**src/rtl/magnitude_estimator_seq_pkg.sv**
```systemverilog
// Shared definitions for the abs/min/max functional-unit initiators and the
// magnitude-estimator sequencer.
package magnitude_estimator_seq_pkg;

  localparam int WIDTH = 16;

  localparam logic [1:0] OP_PASS = 2'b00;
  localparam logic [1:0] OP_ABS  = 2'b01;
  localparam logic [1:0] OP_MIN  = 2'b10;
  localparam logic [1:0] OP_MAX  = 2'b11;

  localparam logic [WIDTH-1:0] ABS_OVF = 16'h8000;
  localparam logic [WIDTH-1:0] ABS_SAT = 16'h7FFF;

  typedef enum logic [2:0] {
    ST_IDLE,
    ST_ABSX,
    ST_ABSY,
    ST_MIN,
    ST_MAX,
    ST_DONE
  } state_t;

  // abs(-32768) wraps back to 0x8000; clamp it so later signed min/max see a positive value
  function automatic logic [WIDTH-1:0] sat_abs(input logic [WIDTH-1:0] m);
    return (m == ABS_OVF) ? ABS_SAT : m;
  endfunction

endpackage

```
**src/rtl/magnitude_estimator_seq_if.sv**
```systemverilog
// Operand/result handshakes plus the (A, B, Op) -> M functional-unit bus.
// master: the sequencer; slave: the surrounding client and the functional unit.
interface magnitude_estimator_seq_if;
  import magnitude_estimator_seq_pkg::*;

  logic             in_valid;
  logic             in_ready;
  logic [WIDTH-1:0] in_x;
  logic [WIDTH-1:0] in_y;
  logic             out_valid;
  logic             out_ready;
  logic [WIDTH-1:0] out_mag;
  logic [WIDTH-1:0] fu_a;
  logic [WIDTH-1:0] fu_b;
  logic [1:0]       fu_op;
  logic [WIDTH-1:0] fu_m;

  modport master (
    input  in_valid, in_x, in_y, out_ready, fu_m,
    output in_ready, out_valid, out_mag, fu_a, fu_b, fu_op
  );

  modport slave (
    output in_valid, in_x, in_y, out_ready, fu_m,
    input  in_ready, out_valid, out_mag, fu_a, fu_b, fu_op
  );

endinterface

```
**src/rtl/magnitude_estimator_seq.sv**
```systemverilog
// Alpha-max-plus-beta-min sequencer: |v| ~= max(|x|,|y|) + min(|x|,|y|)/2,
// issuing one operation per cycle to the shared abs/min/max unit.
module magnitude_estimator_seq
  import magnitude_estimator_seq_pkg::*;
(
  input logic                       clk,
  input logic                       rst,
  magnitude_estimator_seq_if.master bus
);

  state_t           state;
  state_t           state_nx;
  logic [WIDTH-1:0] y_q;
  logic [WIDTH-1:0] ax_q;
  logic [WIDTH-1:0] ay_q;
  logic [WIDTH-2:0] mn_half_q;
  logic [WIDTH-1:0] mag_q;
  logic [WIDTH-1:0] fu_a_q;
  logic [WIDTH-1:0] fu_b_q;
  logic [1:0]       fu_op_q;
  logic [WIDTH-1:0] fu_a_nx;
  logic [WIDTH-1:0] fu_b_nx;
  logic [1:0]       fu_op_nx;

  // FU operands are registered, so they are decoded for the state being entered.
  // X is never stored separately: it rides in the fu_b register during ABSX.
  always_comb begin
    state_nx = state;
    fu_a_nx  = '0;
    fu_b_nx  = '0;
    fu_op_nx = OP_PASS;
    unique case (state)
      ST_IDLE: begin
        if (bus.in_valid) begin
          state_nx = ST_ABSX;
          fu_op_nx = OP_ABS;
          fu_b_nx  = bus.in_x;
        end
      end
      ST_ABSX: begin
        state_nx = ST_ABSY;
        fu_op_nx = OP_ABS;
        fu_b_nx  = y_q;
      end
      ST_ABSY: begin
        state_nx = ST_MIN;
        fu_op_nx = OP_MIN;
        fu_a_nx  = ax_q;
        fu_b_nx  = sat_abs(bus.fu_m);
      end
      ST_MIN: begin
        state_nx = ST_MAX;
        fu_op_nx = OP_MAX;
        fu_a_nx  = ax_q;
        fu_b_nx  = ay_q;
      end
      ST_MAX: begin
        state_nx = ST_DONE;
      end
      ST_DONE: begin
        if (bus.out_ready) begin
          state_nx = ST_IDLE;
        end
      end
      default: begin
        state_nx = ST_IDLE;
      end
    endcase
  end

  always_ff @(posedge clk or posedge rst) begin
    if (rst) begin
      state     <= ST_IDLE;
      fu_a_q    <= '0;
      fu_b_q    <= '0;
      fu_op_q   <= OP_PASS;
      y_q       <= '0;
      ax_q      <= '0;
      ay_q      <= '0;
      mn_half_q <= '0;
      mag_q     <= '0;
    end else begin
      state   <= state_nx;
      fu_a_q  <= fu_a_nx;
      fu_b_q  <= fu_b_nx;
      fu_op_q <= fu_op_nx;
      case (state)
        ST_IDLE: if (bus.in_valid) y_q <= bus.in_y;
        ST_ABSX: ax_q <= sat_abs(bus.fu_m);
        ST_ABSY: ay_q <= sat_abs(bus.fu_m);
        ST_MIN:  mn_half_q <= bus.fu_m[WIDTH-1:1];
        // Both terms are at most 0x7FFF and 0x3FFF, so the 16-bit sum cannot wrap
        ST_MAX:  mag_q <= bus.fu_m + {1'b0, mn_half_q};
        default: ;
      endcase
    end
  end

  assign bus.in_ready  = (state == ST_IDLE);
  assign bus.out_valid = (state == ST_DONE);
  assign bus.out_mag   = mag_q;
  assign bus.fu_a      = fu_a_q;
  assign bus.fu_b      = fu_b_q;
  assign bus.fu_op     = fu_op_q;

endmodule

```
**src/flat_wrapper.sv**
```systemverilog
// flat-port wrapper written by rule: the top's interface ports become plain ports
module magnitude_estimator_seq_flat import magnitude_estimator_seq_pkg::*;
  (clk, rst, bus_in_valid, bus_in_x, bus_in_y, bus_out_ready, bus_fu_m, bus_in_ready, bus_out_valid, bus_out_mag, bus_fu_a, bus_fu_b, bus_fu_op);
  magnitude_estimator_seq_if bus_i ();
  input logic clk;
  input logic rst;
  input wire logic [$bits(bus_i.in_valid)-1:0] bus_in_valid;
  input wire logic [$bits(bus_i.in_x)-1:0] bus_in_x;
  input wire logic [$bits(bus_i.in_y)-1:0] bus_in_y;
  input wire logic [$bits(bus_i.out_ready)-1:0] bus_out_ready;
  input wire logic [$bits(bus_i.fu_m)-1:0] bus_fu_m;
  output wire logic [$bits(bus_i.in_ready)-1:0] bus_in_ready;
  output wire logic [$bits(bus_i.out_valid)-1:0] bus_out_valid;
  output wire logic [$bits(bus_i.out_mag)-1:0] bus_out_mag;
  output wire logic [$bits(bus_i.fu_a)-1:0] bus_fu_a;
  output wire logic [$bits(bus_i.fu_b)-1:0] bus_fu_b;
  output wire logic [$bits(bus_i.fu_op)-1:0] bus_fu_op;
  assign bus_i.in_valid = bus_in_valid;
  assign bus_i.in_x = bus_in_x;
  assign bus_i.in_y = bus_in_y;
  assign bus_i.out_ready = bus_out_ready;
  assign bus_i.fu_m = bus_fu_m;
  assign bus_in_ready = bus_i.in_ready;
  assign bus_out_valid = bus_i.out_valid;
  assign bus_out_mag = bus_i.out_mag;
  assign bus_fu_a = bus_i.fu_a;
  assign bus_fu_b = bus_i.fu_b;
  assign bus_fu_op = bus_i.fu_op;
  magnitude_estimator_seq u_core (.clk(clk), .rst(rst), .bus(bus_i));
endmodule
```
**config.mk**
```make
export PLATFORM = sky130hd
export DESIGN_NAME = magnitude_estimator_seq_flat
export DESIGN_NICKNAME = d
export VERILOG_FILES = /design/src/rtl/magnitude_estimator_seq_pkg.sv /design/src/rtl/magnitude_estimator_seq_if.sv /design/src/rtl/magnitude_estimator_seq.sv /design/src/flat_wrapper.sv
export SDC_FILE = /design/constraint.sdc
export NUM_CORES = 1
export LEC_CHECK = 0
export ABC_AREA = 1
export CAP_MARGIN = 20
export CORE_MARGIN = 5
export CORE_UTILIZATION = 45
export DETAILED_ROUTE_END_ITERATION = 12
export DONT_BUFFER_PORTS = 1
export PLACE_DENSITY_LB_ADDON = 0.12
export SKIP_CTS_REPAIR_TIMING = 1
export SYNTH_ARGS = -nofsm -noshare
export SYNTH_HDL_FRONTEND = slang
export SYNTH_SLANG_ARGS = --single-unit
```
**constraint.sdc**
```tcl
create_clock -name clk -period 12.4 [get_ports clk]
set_clock_uncertainty 0.1 [all_clocks]
set_input_delay 3.1 -clock clk [delete_from_list [all_inputs] [get_ports clk]]
set_output_delay 3.1 -clock clk [all_outputs]
set_load 0.03 [all_outputs]
```
Word level (Yosys, flattened, before mapping)
Cells that the tools add are included.

operators by class
  muxes and demuxes = 9
  $add $sub $neg = 1
  eq/ne operators = 8
  reductions and logical operators = 4

operators by type and width
  cell                                            count
  case mux 16 bit (4 select lines)                1
  2-to-1 mux 16 bit                               3
  case mux 3 bit (6 select lines)                 1
  adder 16 x 15 -> 16 bit                         1
  == test 16 bit (second input constant)          1
  case mux 2 bit (4 select lines)                 1
  == test 3 x 2 -> 1 bit (second input constant)  2
  == test 3 bit (second input constant)           2
  2-to-1 mux 3 bit                                2
  != test 2 bit (second input constant)           2
  AND reduction 2 bit                             2
  == test 3 x 1 -> 1 bit (second input constant)  1
  zero test 3 bit                                 1
  OR reduction 2 bit                              1
  2-to-1 mux 1 bit                                1

word-level totals
  bits in registers = 116
  logic and storage cells = 31
  output and inout port bits = 52

Longest topological paths before layout
Gate-level depths: netlist (run 1).

  depth after elaboration = 3
  mapped depth = 11
  mapped depth without buffers = 11

Worst setup path after synthesis (run 1)
OpenSTA, ideal clock, no wires.

  kind = input port to flip-flop
  start = in bus_fu_m[0]
  end = reg u_core.mag_q[6], in the netlist u_core.bus.out_mag[6]
  stages on the path = 9
  setup time = 0.117 ns
  data arrival time = 4.354 ns
  setup slack = 7.829 ns
  buffers on the path = 0
  data required time = 12.183 ns
  path through = ha_1 > fa_1 > nand2_1 > nand2_1 > nand3b_1 > nand2_1 > or2_2 > nand3_1 > nand2_1

between the ends
  longest elaborated chain between the ends = 1

ends and longest elaborated chain
  element                  RTL line                       text
  start, declared          flat_wrapper.sv:11             input wire logic [$bits(bus_i.fu_m)-1:0] bus_fu_m;
  adder 16 x 15 -> 16 bit  magnitude_estimator_seq.sv:93  ST_MAX: mag_q <= bus.fu_m + {1'b0, mn_half_q};
  end signal, assigned     magnitude_estimator_seq.sv:93
  end, declared            magnitude_estimator_seq.sv:17  logic [WIDTH-1:0] mag_q;

No other way between the ends.
A chain may end at the register's enable or synchronous reset.

Worst setup path after layout (run 1)
  start = reg u_core.state[0]
  end = out bus_out_valid

between the ends
  longest elaborated chain between the ends = 1

ends and longest elaborated chain
  element                 RTL line                        text
  start, declared         magnitude_estimator_seq.sv:11   state_t state;
  start signal, assigned  magnitude_estimator_seq.sv:83   state <= state_nx;
  == test 3 bit           magnitude_estimator_seq.sv:100  assign bus.out_valid = (state == ST_DONE);
  end, declared           flat_wrapper.sv:13              output wire logic [$bits(bus_i.out_valid)-1:0] bus_out_valid;

No other way between the ends.

==> impl_metrics.env, run 1 <==
export IMPL_grt_start_max_net_pins=61
export IMPL_synth_cell_types=29
export IMPL_setup_viol_count_final=0
export IMPL_arrival_ps=1840
export IMPL_cp_data_required_time_ps=9200
export IMPL_timing_fmax_mhz=198.5
export IMPL_route_vias_total=4146
export IMPL_start_util=0.4559
export IMPL_fill_cells=1132
export IMPL_synth_edf_count=0
export IMPL_nets=734
export IMPL_synth_top_family_by_area="simple AND/OR/NAND/NOR gates"
export IMPL_p_leak_nw=3.293
export IMPL_die_w_um=120.1
export IMPL_async_flop_share=1.000
export IMPL_io_pins=104
export IMPL_clk_pin_slew_ps=50
export IMPL_period_needed_ps=5038
export IMPL_seqPwrFrac=0.422
export IMPL_yosysTopAreaCell="dfrtp_1"
export IMPL_grt_pass1_wl_um=21400
export IMPL_drt_iter0_drc=248
export IMPL_grt_usage=0.1907
export IMPL_slowest_stage="nor3_1"
export IMPL_critPathLaunchType="register"
export IMPL_period_share=0.4063
export IMPL_p_sw_frac=0.4260
export IMPL_synth_ff_type="dfrtp_1"
export IMPL_slowest_delay_ps=860
export IMPL_synth_top_area_share=0.5324
export IMPL_synth_seq_area_share=0.5324
export IMPL_critPathBufInv=1
export IMPL_synth_area_um2=5453
export IMPL_placed_cells=794
export IMPL_p_sw_mw=0.7819
export IMPL_postRouteAntennaNets=0
export IMPL_clockPowerShare=0.263
export IMPL_fin_tns_setup_ps=0
export IMPL_dr_pass1_iters=7
export IMPL_insertion_delay_ps=420
export IMPL_overflow=0
export IMPL_yosys_area_share_simple=0.2894
export IMPL_syn_area_per_cell_um2=8.187
export IMPL_p_int_mw=1.054
export IMPL_areaGrowthSynthToFinish_pct=11.61
export IMPL_critPathTopFamily="simple AND/OR/NAND/NOR gates"
export IMPL_dieArea_um2=14420
export IMPL_vdd_drop_max_uv=158.2
export IMPL_final_util=0.5088
export IMPL_slew_violations=0
export IMPL_ys_ff_latch=116
export IMPL_crit_chain="inv_2, nor3_1"
export IMPL_worst_pin_slew_ps=1055
export IMPL_gp_congestion=0.8149
export IMPL_fin_cells=825
export IMPL_diodes=0
export IMPL_io_buffers=0
export IMPL_numCtsBuffers=17
export IMPL_wirelength_um=13140
export IMPL_synthAdderAreaFrac=0.03809
export IMPL_synth_xor_area_share=0.009637
export IMPL_synth_compound_area_share=0.04819
export IMPL_rsz0062_at_grt="no"
export IMPL_syn_inst=666
export IMPL_synth_nets=734
export IMPL_critPathKind="reg -> out"
export IMPL_vias_per_cell=5.025
export IMPL_core_um2=11960
export IMPL_cap_violations=0
export IMPL_crit_fanout=5
export IMPL_cp_end_kind="output port"
export IMPL_cts_buffer_depth=2
export IMPL_p_per_area_nw_per_um2=301.6
export IMPL_ys_warn_count=0
export IMPL_drc_errors=0
export IMPL_cts_tree="built"
export IMPL_drive_gt1_frac=0.07522
export IMPL_hpwl_um=9417
export IMPL_h_tree_depth=4
export IMPL_first_global_vias=4132
export IMPL_yosysMostFrequentCell="nand2_1"
export IMPL_slew_headroom=0.2912
export IMPL_worstHoldPathType="reg -> reg"
export IMPL_p_comb_frac=0.314
export IMPL_status="finished, final reports clean"
export IMPL_wl_per_cell_um=15.92
export IMPL_muxShareOfSynthArea=0
export IMPL_fp_dieH_um=120.1
export IMPL_cts_num_sinks=116
export IMPL_cts_root_buf="clkbuf_16"
export IMPL_synth_area_top_cells="dfrtp_1 53%, nand2_1 20%, inv_1 4.9%"
export IMPL_antenna_found_initial=0
export IMPL_hold_viol=0
export IMPL_rows=40
export IMPL_synth_top_cells_by_count="290 x nand2_1, 116 x dfrtp_1, 71 x inv_1, 28 x nor2_1, 28 x o21ai_1"
==> metrics by stage <==
| step | total power, mW | area [um^2] | worst slack [ps] | hold slack, ps |
|---|---|---|---|---|
| 2_1_floorplan | 1.243 | 5453 | 6128 | 349.2 |
| 3_3_place_gp | 1.349 | 5503 | 7739 | 362.2 |
| 3_5_place_dp | 1.360 | 5503 | 7703 | 365.9 |
| 4_1_cts | 1.853 | 6086 | 7335 | 380.8 |
| 5_1_grt | 1.976 | 6086 | 7266 | 398.5 |
| 6_report | 1.835 | 6086 | 7362 | 377.5 |
==> cells by family (layout without fill, tap and decap cells) <==
family          count (synthesis)  in the layout
compound gates                 50             50
buf+inv                       100            112
fa+ha+maj                      16             16
flops                         116            116
simple gates                  378            378
xor+xnor                        6              6
==> power by group through the flow <==
stage	Sequential, mW	Clock, mW	Combinational [mW]
floorplan	0.755	0	0.488
global placement	0.781	0	0.567
detailed placement	0.782	0	0.577
CTS	0.779	0.490	0.584
global route	0.795	0.510	0.671
finish	0.775	0.483	0.577
==> metal layers <==
layer | GRT usage | wire [um] | up-vias | part of all wire
li1 | - | - | 2070 | -
met1 | 0.2588 | 6113 | 1927 | 0.47
met2 | 0.2828 | 5830 | 128 | 0.44
met3 | 0.06409 | 944 | 21 | 0.072
met4 | 0.07230 | 247 | 0 | 0.019
met5 | 0 | 0 | - | 0
==> sequential cells by signal (all words and copies together), names as in the netlist <==
name	count
u_core.ax_q	16
u_core.ay_q	16
u_core.bus.fu_a	16
u_core.bus.fu_b	16
u_core.bus.fu_op	2
u_core.bus.out_mag	16
u_core.mn_half_q	15
u_core.state	3
u_core.y_q	16
==> worst paths after layout <==
| path | startpoint | end | slack, ps | depth (start not counted) |
|---|---|---|---|---|
| setup / recovery | u_core.state[0] | bus_out_valid | 7360 | 2 |
| hold / removal | u_core.y_q[15] | u_core.y_q[15] | 380 | 2 |
| setup reg to reg | u_core.state[0] | u_core.bus.fu_b[10] | 10380 | 7 |
| hold reg to reg | u_core.y_q[15] | u_core.y_q[15] | 380 | 2 |
| max in group asynchronous | rst | u_core.bus.fu_a[7] | 8380 | 2 |
| min in group asynchronous | rst | u_core.bus.out_mag[0] | 2570 | 1 |
==> placed cells by master, fill, tap and decap left out, types with 5 or more instances in the layout <==
cell type	instances
o21ai_1	28
inv_1	70
nand3_1	25
nor3_1	5
o21ai_0	10
nor2_1	28
dfrtp_1	116
ha_1	15
nand2_1	290
xnor2_1	5
a21oi_1	7
nand4_1	16
clkbuf_16	17
inv_2	7
a22oi_1	5
==> area by class of cell <==
type | count | area [um^2] | share of cell area
clock buffers | 20 | 456.7 | 0.07504
clock inverters | 11 | 126.4 | 0.02076
inverters | 80 | 307.8 | 0.05058
multi-input cells | 450 | 2101 | 0.3452
flip-flops and latches | 116 | 2903 | 0.4770
well taps | 147 | 183.9 | 0.03022
repair buffers | 1 | 7.507 | 0.001234
==> worst reg2reg max path: cells and delay by family, from the launching register on <==
family | cells | cell delay [ps]
AND/OR/NAND/NOR | 5 | 810
flip-flops | 1 | 430
buffers and inverters | 2 | 620
(Power assumes the default switching activity.)
==> run 2: changes to the inputs <==
==> constraint.sdc (replaced) <==
create_clock -name clk -period 4.1 [get_ports clk]
set_clock_uncertainty 0.1 [all_clocks]
set_input_delay 1.025 -clock clk [delete_from_list [all_inputs] [get_ports clk]]
set_output_delay 1.025 -clock clk [all_outputs]
set_load 0.03 [all_outputs]
==> impl_metrics.env, run 2 (synthesized netlist as in run 1, its figures left out) <==
export IMPL_status="finished, final reports clean"
export IMPL_place_ws_ps=1461
export IMPL_vias_per_cell=5.102
export IMPL_drive_gt1_frac=0.07364
export IMPL_worstHoldPathType="in -> async"
export IMPL_cp_end_kind="output port"
export IMPL_overflow=0
export IMPL_rr_endpoint="u_core.bus.fu_b[1]"
export IMPL_nets=735
export IMPL_hpwl_um=9820
export IMPL_critPathLaunchType="register"
export IMPL_die_w_um=120.1
export IMPL_drt_iter0_drc=254
export IMPL_dr_pass1_iters=4
export IMPL_dieArea_um2=14420
export IMPL_period_needed_ps=2926
export IMPL_h_tree_depth=4
export IMPL_slew_headroom=0.3163
export IMPL_r2r_slack_ps=2100
export IMPL_grt_usage=0.1976
export IMPL_cts_num_sinks=116
export IMPL_diodes=0
export IMPL_critPathKind="reg -> out"
export IMPL_grt_pass1_wl_um=22100
export IMPL_p_leak_nw=3.300
export IMPL_rows=40
export IMPL_fin_tns_setup_ps=0
export IMPL_cp_data_required_time_ps=2970
export IMPL_period_share=0.7137
export IMPL_io_pins=104
export IMPL_cts_tree="built"
export IMPL_cap_violations=0
export IMPL_crit_fanout=5
export IMPL_hold_viol=0
export IMPL_p_per_area_nw_per_um2=918.1
export IMPL_cts_buffer_depth=2
export IMPL_setup_viol_count_final=0
export IMPL_wl_per_cell_um=16.20
export IMPL_cts_root_buf="clkbuf_16"
export IMPL_start_util=0.4559
export IMPL_gp_congestion=0.8245
export IMPL_rsz0062_at_grt="no"
export IMPL_grt_start_max_net_pins=60
export IMPL_clk_pin_slew_ps=50
export IMPL_arrival_ps=1800
export IMPL_timing_fmax_mhz=341.7
export IMPL_reg2reg_from="u_core.state[0]"
export IMPL_slew_violations=0
export IMPL_drc_errors=0
export IMPL_core_um2=11960
export IMPL_areaGrowthSynthToFinish_pct=12.55
export IMPL_postRouteAntennaNets=0
export IMPL_fp_dieH_um=120.1
export IMPL_numCtsBuffers=17
export IMPL_first_global_vias=4180
export IMPL_rr_worst_depth=7
export IMPL_worst_pin_slew_ps=1018
export IMPL_vdd_drop_max_uv=482.1
export IMPL_io_buffers=0
export IMPL_wirelength_um=13380
export IMPL_insertion_delay_ps=410
export IMPL_route_vias_total=4214
export IMPL_final_common_cell="nand2_1"
export IMPL_antenna_found_initial=0
export IMPL_setup_slack_ps=1174
export IMPL_layout_common_cells="290 x nand2_1, 116 x dfrtp_1, 70 x inv_1, 28 x nor2_1, 28 x o21ai_1"
run 2: report_power, final:
group          internal [mW]  leakage [nW]  switching [mW]
logic                  0.596          1.55            1.17
registers               1.67          1.46           0.683
clock network           1.02         0.289           0.506
total                   3.28          3.30            2.35
run 2: final cells by class:
cell class | count | area [um^2]
clock inverter | 7 | 121.4
clock buffer | 24 | 491.7
tap | 147 | 183.9
multi-input combinational | 450 | 2101
fill | 1159 | 5824
inverter | 80 | 309.0
sequential | 116 | 2903
timing repair buffer | 2 | 27.53
run 2: how the worst max path moves through the flow:
stage / from / slack [ps] / cells past startpoint / to
final: u_core.state[0] / 1170 / 2 / bus_out_valid
after floorplan: rst / 1560 / 1 / u_core.ax_q[0]
after detailed placement: bus_fu_m[0] / 1460 / 9 / u_core.bus.out_mag[6]
after CTS: u_core.state[2] / 1140 / 2 / bus_out_valid
after global routing: u_core.state[0] / 1060 / 2 / bus_out_valid
after global placement: bus_fu_m[0] / 1510 / 9 / u_core.bus.out_mag[6]
run 2: worst max-delay path, cell delays in order, from the launching register on:
cell and delay, ps:
dfrtp_1 430, inv_2 130, nor3_1 830
run 2: metrics by stage:
step | util | total power, mW | instances | hold slack, ps | area, um^2
final | 0.5131 | 5.635 | 826 | 376.1 | 6137
after global routing | 0.5131 | 6.057 | 826 | 395.1 | 6137
after CTS | 0.5131 | 5.687 | 826 | 375.5 | 6137
after detailed placement | 0.4618 | 4.135 | 795 | 365.0 | 5524
after global placement | 0.4618 | 4.091 | 795 | 361.9 | 5524
after floorplan | - | 3.759 | 666 | 349.2 | 5456
run 2: routing by layer:
| metal | global-route usage | vias to the layer above | wire (um) |
|---|---|---|---|
| met1 | 0.2734 | 1979 | 6152 |
| met2 | 0.2915 | 143 | 5942 |
| li1 | - | 2074 | - |
| met5 | 0 | - | 0 |
| met4 | 0.08017 | 0 | 283 |
| met3 | 0.05702 | 18 | 1005 |
==> run 3: changes to the inputs <==
==> constraint.sdc (replaced) <==
create_clock -name clk -period 2.6 [get_ports clk]
set_clock_uncertainty 0.1 [all_clocks]
set_input_delay 0.65 -clock clk [delete_from_list [all_inputs] [get_ports clk]]
set_output_delay 0.65 -clock clk [all_outputs]
set_load 0.03 [all_outputs]
==> impl_metrics.env, run 3 (synthesized netlist as in run 1, its figures left out) <==
export IMPL_status="finished, final reports clean"
export IMPL_clockPowerShare=0.274
export IMPL_clk_pin_slew_ps=60
export IMPL_wl_per_cell_um=16.13
export IMPL_fill_cells=1143
export IMPL_rows=40
export IMPL_die_w_um=120.1
export IMPL_multiInputGateArea_um2=2101
export IMPL_postRouteAntennaNets=0
export IMPL_wirelength_um=13400
export IMPL_grt_pass1_wl_um=22250
export IMPL_setup_slack_ps=487.4
export IMPL_worst_pin_slew_ps=771.0
export IMPL_dr_pass1_iters=5
export IMPL_setup_viol_count_final=0
export IMPL_holdPathStages=2
export IMPL_drc_errors=0
export IMPL_cts_tree="built"
export IMPL_power_mw=8.923
export IMPL_nets=739
export IMPL_critPathKind="reg -> out"
export IMPL_io_pins=104
export IMPL_slew_violations=0
export IMPL_vdd_drop_max_uv=750.7
export IMPL_cts_buffer_depth=2
export IMPL_first_global_vias=4191
export IMPL_cp_data_required_time_ps=1850
export IMPL_timing_fmax_mhz=473.4
export IMPL_rr_worst_depth=7
export IMPL_slowest_stage="dfrtp_1"
export IMPL_p_int_mw=5.110
export IMPL_hpwl_um=9785
export IMPL_fin_tns_setup_ps=0
export IMPL_vias_per_cell=5.060
export IMPL_crit_fanout=5
export IMPL_route_vias_total=4205
export IMPL_reg2reg_from="u_core.state[0]"
export IMPL_overflow=0
export IMPL_start_util=0.4559
export IMPL_core_um2=11960
export IMPL_rr_endpoint="u_core.bus.fu_b[13]"
export IMPL_rsz0062_at_grt="no"
export IMPL_p_sw_mw=3.814
export IMPL_slew_headroom=0.4852
export IMPL_fin_cells=831
export IMPL_hp_start="bus_in_y[2]"
export IMPL_drt_iter0_drc=287
export IMPL_placed_cells=798
export IMPL_insertion_delay_ps=410
export IMPL_p_comb_frac=0.311
export IMPL_arrival_ps=1360
export IMPL_numCtsBuffers=17
export IMPL_dieArea_um2=14420
export IMPL_cts_num_sinks=116
export IMPL_diodes=0
export IMPL_layout_common_cells="290 x nand2_1, 116 x dfrtp_1, 70 x inv_1, 28 x nor2_1, 28 x o21ai_1"
export IMPL_hold_viol=0
export IMPL_antenna_found_initial=0
export IMPL_p_leak_nw=3.321
export IMPL_p_per_area_nw_per_um2=1445
export IMPL_h_tree_depth=4
export IMPL_grt_start_max_net_pins=59
export IMPL_period_share=0.8125
export IMPL_fp_dieH_um=120.1
export IMPL_p_sw_frac=0.4274
export IMPL_crit_chain="inv_2, nor3_1, buf_4"
export IMPL_gp_congestion=0.8574
export IMPL_grt_usage=0.1988
export IMPL_min_to="u_core.y_q[2]"
export IMPL_worstHoldPathType="in -> reg"
export IMPL_seqCellArea_um2=2903
export IMPL_cts_root_buf="clkbuf_16"
export IMPL_critPathLaunchType="register"
export IMPL_drive_gt1_frac=0.08333
export IMPL_place_ws_ps=357.7
export IMPL_seqPwrFrac=0.415
export IMPL_areaGrowthSynthToFinish_pct=13.29
export IMPL_final_common_cell="nand2_1"
export IMPL_r2r_slack_ps=590
export IMPL_io_buffers=0
export IMPL_slowest_delay_ps=430
export IMPL_period_needed_ps=2113
export IMPL_cap_violations=0
export IMPL_cp_end_kind="output port"
run 3: cell types whose count changed in the layout (fill, tap and decap cells not counted):
cell,delta
clkbuf_8,-4
buf_4,+3
clkbuf_1,-3
inv_6,+3
clkinv_4,+2
inv_8,+2
clkinvlp_4,+1
dlygate4sd3_1,+1
run 3: through the flow:
step / cell area [um^2] / util / hold slack (ps)
3_3_place_gp: 5547 / 0.4637 / 324.5
2_1_floorplan: 5456 / - / 349.2
4_1_cts: 6167 / 0.5156 / -117.4
3_5_place_dp: 5547 / 0.4637 / 325.0
5_1_grt: 6177 / 0.5164 / 229.3
6_report: 6177 / 0.5164 / 243.2
run 3: layout make-up:
type,instances,area share
Sequential cell,116,0.4699
Multi-Input combinational cell,450,0.3401
Clock buffer,17,0.06887
Inverter,80,0.05003
Clock inverter,15,0.03160
Tap cell,147,0.02978
Timing Repair Buffer,6,0.009723
run 3: worst max path at each step:
stage / from / end / slack (ps) / cells past startpoint
after global placement: bus_fu_m[0] / u_core.bus.out_mag[6] / 380 / 9
final: u_core.state[0] / bus_out_valid / 490 / 3
after floorplan: rst / u_core.ax_q[0] / 440 / 1
after detailed placement: bus_fu_m[0] / u_core.bus.out_mag[6] / 360 / 9
after global routing: u_core.state[2] / bus_out_valid / 400 / 3
after CTS: u_core.state[0] / bus_out_valid / 460 / 3
run 3: worst max-delay path: cells and delay by family, from the launching register on:
family | cells | cell delay [ps]
buffers and inverters | 2 | 330
DFF | 1 | 430
and+or+nand+nor | 1 | 200
run 3: power groups by stage:
stage / sequential [mW] / clock [mW] / combinational, mW
final: 3.71 / 2.44 / 2.77
after global routing: 3.80 / 2.58 / 3.23
after CTS: 3.72 / 2.48 / 2.81
after detailed placement: 3.74 / 0 / 2.78
after global placement: 3.72 / 0 / 2.73
after floorplan: 3.60 / 0 / 2.33
run 3: per-layer routing:
layer / wire length [um] / part of all wire / track usage
met3: 1025 / 0.076 / 0.07069
met5: 0 / 0 / 0
met2: 6086 / 0.45 / 0.3010
met4: 166 / 0.012 / 0.05941
met1: 6123 / 0.46 / 0.2688
